[src/rtl/piso_pkg.sv]
`default_nettype none
// ============================================================================
// Module      : piso_pkg
// Description : Shared widths, FSM state encoding and scan-order encoding
//               for the parallel-in/serial-out scan block.
// Revision    : 1.0 - initial release
// ============================================================================
package piso_pkg;

    localparam int C_M = 4;
    localparam int C_N = 2**C_M;

    localparam bit C_LSB_FIRST = 1'b0;
    localparam bit C_MSB_FIRST = 1'b1;

    typedef enum logic [0:0] {
        IDLE  = 1'b0,
        SHIFT = 1'b1
    } state_t;

endpackage
`default_nettype wire

[src/rtl/mux_Nx1.sv]
`default_nettype none
// ============================================================================
// Module      : mux_Nx1
// Description : N-to-1 bit multiplexer, y = in[sel].
// Revision    : 1.0 - initial release
// ============================================================================
module mux_Nx1
    import piso_pkg::*;
#(
    parameter int M = C_M,
    parameter int N = 2**M
) (
    input  logic [N-1:0] in,
    input  logic [M-1:0] sel,
    output logic         y
);

    assign y = in[sel];

endmodule
`default_nettype wire

[src/rtl/piso_scan.sv]
`default_nettype none
// ============================================================================
// Module      : piso_scan
// Description : Parallel-in/serial-out scanner with valid/ready on both
//               sides; supports back-to-back words with no bubble.
// Revision    : 1.0 - initial release
// ============================================================================
module piso_scan
    import piso_pkg::*;
#(
    parameter int M         = C_M,
    parameter int N         = 2**M,
    parameter bit MSB_FIRST = C_LSB_FIRST
) (
    input  logic         clk,
    input  logic         rst_n,
    input  logic         load_valid,
    output logic         load_ready,
    input  logic [N-1:0] load_data,
    output logic         ser_out,
    output logic         ser_valid,
    input  logic         ser_ready,
    output logic         ser_last,
    output logic [M-1:0] sel_out,
    output logic         busy
);

    localparam bit             c_rev   = (MSB_FIRST == C_MSB_FIRST);
    localparam logic [M-1:0]   c_first = c_rev ? M'(N - 1) : '0;
    localparam logic [M-1:0]   c_final = c_rev ? '0 : M'(N - 1);

    state_t         r_state;
    logic [M-1:0]   r_cnt;
    logic [N-1:0]   r_hold;

    logic           w_shift;
    logic           w_ser_hs;
    logic           w_load_hs;

    assign w_shift    = (r_state == SHIFT);
    assign ser_valid  = w_shift;
    assign busy       = w_shift;
    assign sel_out    = r_cnt;
    assign ser_last   = w_shift && (r_cnt == c_final);
    assign w_ser_hs   = w_shift && ser_ready;
    // Accept a new word while idle, or exactly as the final bit leaves.
    assign load_ready = !w_shift || (ser_last && ser_ready);
    assign w_load_hs  = load_valid && load_ready;

    mux_Nx1 #(
        .M (M),
        .N (N)
    ) u_mux (
        .in  (r_hold),
        .sel (r_cnt),
        .y   (ser_out)
    );

    always_ff @(posedge clk) begin
        if (!rst_n) begin
            r_state <= IDLE;
            r_cnt   <= '0;
            r_hold  <= '0;
        end else if (w_load_hs) begin
            r_state <= SHIFT;
            r_cnt   <= c_first;
            r_hold  <= load_data;
        end else if (w_ser_hs) begin
            // Last bit leaves the index parked so sel_out holds in IDLE.
            if (ser_last) begin
                r_state <= IDLE;
            end else if (c_rev) begin
                r_cnt <= r_cnt - M'(1);
            end else begin
                r_cnt <= r_cnt + M'(1);
            end
        end
    end

endmodule
`default_nettype wire

[config.mk]
export PLATFORM = sky130hd
export DESIGN_NAME = piso_scan
export DESIGN_NICKNAME = d
export VERILOG_FILES = /design/src/rtl/piso_pkg.sv /design/src/rtl/mux_Nx1.sv /design/src/rtl/piso_scan.sv
export SDC_FILE = /design/constraint.sdc
export NUM_CORES = 1
export LEC_CHECK = 0
export CORE_ASPECT_RATIO = 1.25
export CORE_MARGIN = 2
export CORE_UTILIZATION = 41
export DETAILED_ROUTE_END_ITERATION = 16
export HOLD_SLACK_MARGIN = 0.1
export PLACE_DENSITY = 0.73
export SLEW_MARGIN = 20
export SYNTH_ARGS = -nofsm -noshare
export SYNTH_HDL_FRONTEND = slang
export SYNTH_SLANG_ARGS = --single-unit
[constraint.sdc]
create_clock -name clk -period 1.8 [get_ports clk]
set_clock_uncertainty 0.15 [all_clocks]
set_input_delay 0.36 -clock clk [delete_from_list [all_inputs] [get_ports clk]]
set_output_delay 0.36 -clock clk [all_outputs]
set_load 0.1 [all_outputs]
==> qor.json <==
{
  "outcome": {
    "result_of_the_run": "finished with violations",
    "failing_checks": "setup timing"
  },
  "global_routing": {
    "grt_pass1_wl_mm": 3.850,
    "groute.usage.overall": 0.1737,
    "antenna_found_initial": 0,
    "grt.overflow.total": 0,
    "first_global_vias": 894,
    "grt_start_max_net_pins": 18
  },
  "yosys": {
    "post_synth_inst_count": 96,
    "cells_taking_the_most_area_after_synthesis": "sky130_fd_sc_hd__dfxtp_1, sky130_fd_sc_hd__mux2i_1, sky130_fd_sc_hd__nor2b_1, sky130_fd_sc_hd__mux4_2, sky130_fd_sc_hd__buf_12",
    "synth_area_leader_cell": "sky130_fd_sc_hd__dfxtp_1",
    "synth-seq-area-share": 0.4158,
    "yosysTopAreaCellShare": 0.4158,
    "yosys.cell_types.count": 27,
    "synth.cell_area_mm2": 0.001011,
    "synth_nets": 117,
    "yosysWarningCount": 0,
    "count_of_state_elements_after_synthesis": 21,
    "postSynthAreaPerCell_um2": 10.53
  },
  "clock_tree": {
    "total_clock_buffers_created_by_cts": 3,
    "cts_tree": "built",
    "worstSkewPairLatency_ps": 290,
    "cts_buffer_depth": 2,
    "number_of_buffers_inserted_by_hold_repair_at_cts": 0,
    "ctsHtreeMaxLevel": 1,
    "cts.clk_slew.worst_paths_ps": 110,
    "clock_root_buffer": "sky130_fd_sc_hd__clkbuf_4",
    "clock_sink_count": 21
  },
  "sta": {
    "timing_worst_slew_pin_value_ps": 396.4,
    "slew-limit-headroom": 0.7357,
    "timing_hold_violations_final": 0,
    "timing.final.crit_share": 1.233,
    "timing.final.max_slew_violations": 0,
    "fin_hold_ws_ps": 373.2,
    "post-route-worst-setup-slack_ps": -418.9,
    "maxClockFrequency_ghz": 0.4507,
    "setup_viol": 3,
    "final.min_clock_period_ps": 2219,
    "setup_tns_ps": -799.7,
    "rsz0062_at_grt": "true"
  },
  "drt": {
    "post-route-drc-count": 0,
    "drtIter0Drc": 15,
    "finalWirelength_mm": 2.309,
    "vias_per_cell": 4.959,
    "wl_per_cell_um": 13.42,
    "final_antenna_net_count": 0,
    "drt_first_pass_iters": 4,
    "total_vias_in_the_final_route": 853
  },
  "layout": {
    "synthToLayoutAreaGrowth_pct": 60.64,
    "antenna-diode-count": 0,
    "final_core_utilization": 0.6832,
    "proportion_of_layout_cells_with_a_drive_suffix_above_1": 0.3381,
    "layout.cells.most_common": "sky130_fd_sc_hd__mux2i_1",
    "fin_nets": 161,
    "layout.cells.most_common_list": "sky130_fd_sc_hd__mux2i_1, sky130_fd_sc_hd__clkdlybuf4s50_1, sky130_fd_sc_hd__nor2b_1"
  },
  "placement": {
    "io_buffer_count": 28,
    "hpwl_mm": 1.779,
    "pre_cts_slack_ps": -125.7,
    "routabilityCongestion": 0.7671
  },
  "worst_setup_path": {
    "endpoint_kind": "primary output",
    "critPathArrivalTime_ps": 1710,
    "worst_ep_required_time_ps": 1290,
    "timing_worst_setup_path_type": "reg -> out",
    "critPathMaxFanout": 7,
    "critPathLaunchType": "register"
  },
  "die": {
    "total_die_area_mm2": 0.002882,
    "fp.coreArea_mm2": 0.002377,
    "floorplan.rows": 20,
    "starting_utilization_of_the_core_area": 0.4253,
    "pin_count": 29,
    "dieWidth_um": 48.42,
    "fp.dieH_um": 59.52
  },
  "pwr": {
    "powerDensity_mw_per_mm2": 601.0,
    "power.ir.vdd_worst_mv": 0.3573,
    "power_total_mw": 0.9760,
    "power.static_leakage_nw": 0.6300
  },
  "min_path": {
    "holdCritPathClass": "reg -> reg"
  },
  "run": {
    "drv.max_cap_violation_count": 0
  }
}
==> report_power, final <==
| group | internal, mW | total, mW | switching [mW] | leakage (nW) |
|---|---|---|---|---|
| logic | 0.134 | 0.254 | 0.121 | 0.440 |
| registers | 0.487 | 0.507 | 0.0198 | 0.175 |
| clock network | 0.0861 | 0.215 | 0.129 | 0.0150 |
==> synthesized netlist by cell type (all sizes together) <==
cell,number
nor2b,18
mux2i,20
dfxtp,21
o21ai,2
inv,1
and2,1
nor2,4
a21boi,1
nand4,2
clkbuf,2
a221oi,2
xnor2,2
nand2,4
a21oi,2
mux4,2
ha,1
buf,4
and4,1
nand3,1
nand2b,1
a22oi,1
nor3,2
a31oi,1
==> flip-flops by register name, summed over array words and instances, names as in the netlist <==
signal,flops
busy,1
r_hold,16
sel_out,4
==> per-layer routing <==
metal	vias up	GRT usage	wire length, um
met5	-	0	0
met3	2	0.02778	58
met4	0	0.08163	26
met2	15	0.3452	1300
met1	412	0.1788	924
li1	424	-	-
==> worst max-delay path, cell delays in order (launching register included) <==
cell and delay, ps:
sky130_fd_sc_hd__dfxtp_4 430, sky130_fd_sc_hd__mux4_2 520, sky130_fd_sc_hd__a22oi_2 210, sky130_fd_sc_hd__nand2_4 80, sky130_fd_sc_hd__buf_12 170
==> what timing repair did <==
item | CTS | global route
pin swaps | 1 | 1
buffers inserted | 3 | 0
endpoints found under the setup margin | 3 | 21
resized for setup | 6 | 8
gates cloned | 0 | 1
==> area by class of cell <==
cell class                 instances  area, um^2
clock buffer                       4       26.28
fill                             191       753.2
inverter                           1       3.754
multi-input combinational         68       608.1
sequential                        21       431.7
tap                               33       41.29
timing repair buffer              45       513.0
==> cells by family after synthesis <==
group,share of synthesized area
flip-flops,0.4158
multiplexers,0.2426
AO/OA/AOI/OAI,0.06189
buffers and inverters,0.05445
XOR/XNOR,0.01733
adder cells (fa/ha/maj),0.01237
AND/OR/NAND/NOR,0.1955
==> metrics by stage <==
| stage | instances | cell area (um^2) |
|---|---|---|
| 5_1_grt | 172 | 1624 |
| 3_3_place_gp | 164 | 1514 |
| 4_1_cts | 171 | 1588 |
| 6_report | 172 | 1624 |
| 2_1_floorplan | 96 | 1072 |
| 3_5_place_dp | 164 | 1514 |
==> final timing paths <==
| check | cells after the start | slack, ps | from | end |
|---|---|---|---|---|
| min | 2 | 370 | r_hold[9]$_SDFFE_PN0P_ | r_hold[9]$_SDFFE_PN0P_ |
| min reg2reg | 2 | 370 | r_hold[9]$_SDFFE_PN0P_ | r_hold[9]$_SDFFE_PN0P_ |
| max | 4 | -420 | sel_out[0]$_SDFFE_PP0P_ | ser_out |
| max reg2reg | 7 | 0 | sel_out[0]$_SDFFE_PP0P_ | r_hold[10]$_SDFFE_PN0P_ |
No activity file was read; power rests on OpenSTA's default activity.
